## src/rtl/subtractor_bla_pipe.sv

```systemverilog
// rtl/subtractor_bla_pipe.sv - two-stage borrow-lookahead subtractor with valid/ready handshake
// Low half resolves in S1 and registers its carry; the high half resolves in S2 using that carry.
module subtractor_bla_pipe #(
  parameter int BW_DATA  = 32,
  parameter int BW_GROUP = 4
) (
  input  logic               i_clk,
  input  logic               i_rst,
  input  logic               i_valid,
  output logic               o_ready,
  input  logic [BW_DATA-1:0] i_A,
  input  logic [BW_DATA-1:0] i_B,
  input  logic               i_Bin,
  output logic               o_valid,
  input  logic               i_ready,
  output logic [BW_DATA-1:0] o_D,
  output logic               o_Bout,
  output logic               o_Z,
  output logic               o_V
);

  localparam int HALF = BW_DATA / 2;
  localparam int NG   = HALF / BW_GROUP;

  // Subtraction as a + ~b + !bin. Group G/P decide the carry between groups; bit carries inside a group only form sums.
  function automatic logic [HALF:0] add_half(input logic [HALF-1:0] a,
                                             input logic [HALF-1:0] bn,
                                             input logic            cin);
    logic [HALF-1:0] s;
    logic            c;
    logic            gc;
    logic            gp;
    logic            bc;
    logic            g;
    logic            p;
    s = '0;
    c = cin;
    for (int gi = 0; gi < NG; gi++) begin
      gc = 1'b0;
      gp = 1'b1;
      bc = c;
      for (int bi = 0; bi < BW_GROUP; bi++) begin
        g = a[gi*BW_GROUP+bi] & bn[gi*BW_GROUP+bi];
        p = a[gi*BW_GROUP+bi] | bn[gi*BW_GROUP+bi];
        s[gi*BW_GROUP+bi] = a[gi*BW_GROUP+bi] ^ bn[gi*BW_GROUP+bi] ^ bc;
        bc = g | (p & bc);
        gc = g | (p & gc);
        gp = gp & p;
      end
      c = gc | (gp & c);
    end
    return {c, s};
  endfunction

  logic            s1_v;
  logic [HALF-1:0] s1_d_lo;
  logic            s1_c;
  logic [HALF-1:0] s1_a_hi;
  logic [HALF-1:0] s1_b_hi;

  logic            s2_load;
  logic            s1_load;
  logic [HALF:0]   lo_sum;
  logic [HALF:0]   hi_sum;
  logic [BW_DATA-1:0] d_next;
  logic            v_next;

  assign s2_load = !o_valid || i_ready;
  assign s1_load = !s1_v || s2_load;
  assign o_ready = s1_load;

  assign lo_sum = add_half(i_A[HALF-1:0], ~i_B[HALF-1:0], ~i_Bin);
  assign hi_sum = add_half(s1_a_hi, ~s1_b_hi, s1_c);
  assign d_next = {hi_sum[HALF-1:0], s1_d_lo};
  assign v_next = (s1_a_hi[HALF-1] != s1_b_hi[HALF-1]) && (d_next[BW_DATA-1] != s1_a_hi[HALF-1]);

  always_ff @(posedge i_clk) begin
    if (i_rst) begin
      s1_v    <= 1'b0;
      s1_d_lo <= '0;
      s1_c    <= 1'b0;
      s1_a_hi <= '0;
      s1_b_hi <= '0;
    end else if (s1_load) begin
      s1_v <= i_valid;
      if (i_valid) begin
        s1_d_lo <= lo_sum[HALF-1:0];
        s1_c    <= lo_sum[HALF];
        s1_a_hi <= i_A[BW_DATA-1:HALF];
        s1_b_hi <= i_B[BW_DATA-1:HALF];
      end
    end
  end

  // Result registers only move on an S2 load, so they hold while the consumer stalls.
  always_ff @(posedge i_clk) begin
    if (i_rst) begin
      o_valid <= 1'b0;
      o_D     <= '0;
      o_Bout  <= 1'b0;
      o_Z     <= 1'b0;
      o_V     <= 1'b0;
    end else if (s2_load) begin
      o_valid <= s1_v;
      if (s1_v) begin
        o_D    <= d_next;
        o_Bout <= !hi_sum[HALF];
        o_Z    <= (d_next == '0);
        o_V    <= v_next;
      end
    end
  end

endmodule
```

## config.mk

```make
export PLATFORM = sky130hd
export DESIGN_NAME = subtractor_bla_pipe
export DESIGN_NICKNAME = d
export VERILOG_FILES = /design/src/rtl/subtractor_bla_pipe.sv
export SDC_FILE = /design/constraint.sdc
export NUM_CORES = 1
export LEC_CHECK = 0
export ABC_AREA = 1
export CAP_MARGIN = 15
export CORE_ASPECT_RATIO = 0.75
export CORE_MARGIN = 5
export CORE_UTILIZATION = 55
export DETAILED_ROUTE_END_ITERATION = 8
export PLACE_DENSITY = 0.88
export RECOVER_POWER = 100
export SLEW_MARGIN = 20
export SYNTH_ARGS = -nofsm -noshare
export SYNTH_HDL_FRONTEND = slang
export SYNTH_SLANG_ARGS = --single-unit
```

## constraint.sdc

```tcl
create_clock -name i_clk -period 5 [get_ports i_clk]
set_input_delay 0.5 -clock i_clk [delete_from_list [all_inputs] [get_ports i_clk]]
set_output_delay 0.5 -clock i_clk [all_outputs]
set_load 0.005 [all_outputs]
```

==> results.ini <==
[route]
wl_per_cell_um = 14.99
antenna_left = 0
first_pass_iters = 4
avgViaCountPerCell = 5.327
first_iter_violations = 297
wl_um = 11670
drcViolationCount = 0
vias = 4150

[worst_hold_path]
min_path_type = reg -> reg

[clock_network]
clock_latency_ns = 0.34
cts_tree = built
cts_max_level = 3
cts_root_buffer = clkbuf_16
cts_buffer_depth = 2
post_cts_resized = 0
clk_pin_slew_ns = 0.06
cts_made_buffers = 9
ctsHoldBuffers = 0
cts_setup_buffers = 0
cts_sinks = 86

[status]
violations = capacitance limit, slew limit
outcome = finished, violations left

[grt]
grtUsageTotal = 0.2135
grt_first_pass_wirelength_um = 19150
grt_pass1_vias = 4186
grt-ovfl-total = 0
antenna_found_initial = 0
grt_max_degree = 82

[yosys]
syn_area_um2 = 4876
ys_seq_elements = 86
synth.largest_area_cell = dfxtp_1
ys_warn_count = 0
synthFlopType = dfxtp_1
ys_top_cells_by_count = inv_1, a21oi_1, dfxtp_1
synth_top_area_frac = 0.3531
syn_inst = 574
synth_edf_count = 0
synth_nets = 731
yosysUniqueCellTypes = 25
synth_area_leaders = dfxtp_1, ha_1, fa_1, a21oi_1, inv_1
yosysSeqAreaShare = 0.3531
synth-async-reset-ratio = 0
avgSynthCellArea_um2 = 8.495
yosysMostFrequentCell = inv_1

[timing]
tightestPinTransition_ns = 1.639
fin_skew_ns = 0.01037
min_period_over_period = 0.7951
setup_viol = 0
rsz0062_at_grt = false
slew_viol_final = 62
finalHoldViolCount = 0
timing.hold.ws_ns = 0.4774
period_needed_ns = 3.976
finalSetupTns_ns = 0
max_freq_ghz = 0.2515
slew_headroom = -0.09373

[worst_setup_path]
path_buf_inv = 4
crit_path_end_kind = flip-flop
crit_chain = dlygate4sd3_1, inv_1, nand3_1, nand2_1, clkbuf_1, inv_2, o21ai_0, a21oi_2
slowest_stage = clkbuf_1
crit_path_max_incr_delay_ns = 1.15
worstSetupPathType = in -> reg
startpoint_type = primary input
critPathRequiredTime_ns = 5.22
critPathTopFamily = buffers and inverters
crit_path_max_fanout = 43
arrival_ns = 4.19

[floorplanning]
rows = 29
io_pins = 106
die_h_um = 91.54
fp.dieW_um = 118.7
initial_core_util = 0.5694
dieArea_um2 = 10870
fp.coreArea_um2 = 8563

[pwr]
vdd.ir_drop.worst_v = 0.0003051
powerDensity_nw_per_um2 = 311.1
power.leakage_nw = 2.891

[place]
place_congestion = 0.8571
dp.cells = 763
place_hpwl_um = 8672
port-buffer-count = 105

[final_layout]
syn_to_final_growth_pct = 29.25
drive_above_1_share = 0.03577
fin_nets = 823
fillers = 606
diodes = 0
fin_cells = 779

[job]
drv_cap = 1

==> sequential cells by signal, summed over array words and instances, names as in the netlist <==
signal	cells
o_Bout	1
o_D	32
o_V	1
o_Z	1
o_valid	1
s1_a_hi	16
s1_b_hi	16
s1_c	1
s1_d_lo	16
s1_v	1
==> final cells by class <==
cell class | count | area (um^2) | share of cell area
Clock inverter | 6 | 108.9 | 0.01727
Multi-Input combinational cell | 349 | 2614 | 0.4147
Sequential cell | 86 | 1722 | 0.2732
Inverter | 114 | 429.2 | 0.06810
Tap cell | 108 | 135.1 | 0.02144
Clock buffer | 10 | 239.0 | 0.03792
Timing Repair Buffer | 106 | 1055 | 0.1674
==> worst min-delay path, delay by kind of cell, from the launching register on <==
family	cells	cell delay (ns)
flip-flops	1	0.31
buffers and inverters	1	0.06
AO/OA/AOI/OAI	1	0.06
==> per-layer routing <==
layer  wire [um]  global-route usage  vias to the layer above
met5           0                   0                        -
met4         201             0.06557                        0
met3         543             0.07143                       18
met2        5992              0.3707                      108
met1        4937              0.2514                     2007
li1            -                   -                     2017
==> logic make-up (layout without fill, tap and decap cells) <==
kind of cell | Yosys count | count (layout) | share of synthesized area
XOR/XNOR | 8 | 8 | 0.01437
adder cells (fa/ha/maj) | 88 | 88 | 0.2628
flip-flops | 86 | 86 | 0.3531
buffers and inverters | 139 | 236 | 0.1103
AND/OR/NAND/NOR | 75 | 75 | 0.07211
AO/OA/AOI/OAI | 178 | 178 | 0.1873
==> path summary, 6_finish.rpt <==
path | startpoint | endpoint | slack (ns) | cells after the start
hold reg to reg | s1_d_lo[5] | o_D[5] | 0.48 | 2
setup reg to reg | o_valid | s1_c | 1.45 | 6
setup / recovery | i_ready | s1_c | 1.02 | 8
hold / removal | s1_d_lo[5] | o_D[5] | 0.48 | 2
==> stage by stage <==
stage	instance area (um^2)	setup WS (ns)	util	total power, mW
after floorplan	4876	2.123	-	1.027
after global placement	5959	1.520	0.6959	1.183
after detailed placement	5959	1.416	0.6959	1.210
after CTS	6307	1.643	0.7366	1.985
after global routing	6302	0.6856	0.7360	2.056
final	6302	1.024	0.7360	1.961
==> cell usage in the layout, fill, tap and decap left out, drive strengths merged <==
cell           Yosys  final
nor2              21     21
a211oi             1      1
nand2             33     33
xor2               2      2
dfxtp             86     86
a21oi             89     89
clkinv             0      4
clkdlybuf4s50      0     67
nor3               4      4
a221oi             1      1
nand4              6      6
nand3              2      2
dlygate4sd3        0     38
xnor2              6      6
inv              114    113
nor4               9      9
o21ai             82     82
ha                64     64
fa                24     24
clkbuf            16     11
o21bai             5      5
bufinv             0      3
==> report_power, final <==
group | switching, mW | internal [mW] | total (mW) | leakage, nW
Clock | 0.270 | 0.501 | 0.770 | 0.172
Sequential | 0.0348 | 0.742 | 0.777 | 0.712
Combinational | 0.220 | 0.194 | 0.414 | 2.01
Note: power is estimated with default switching activity, not from simulation.
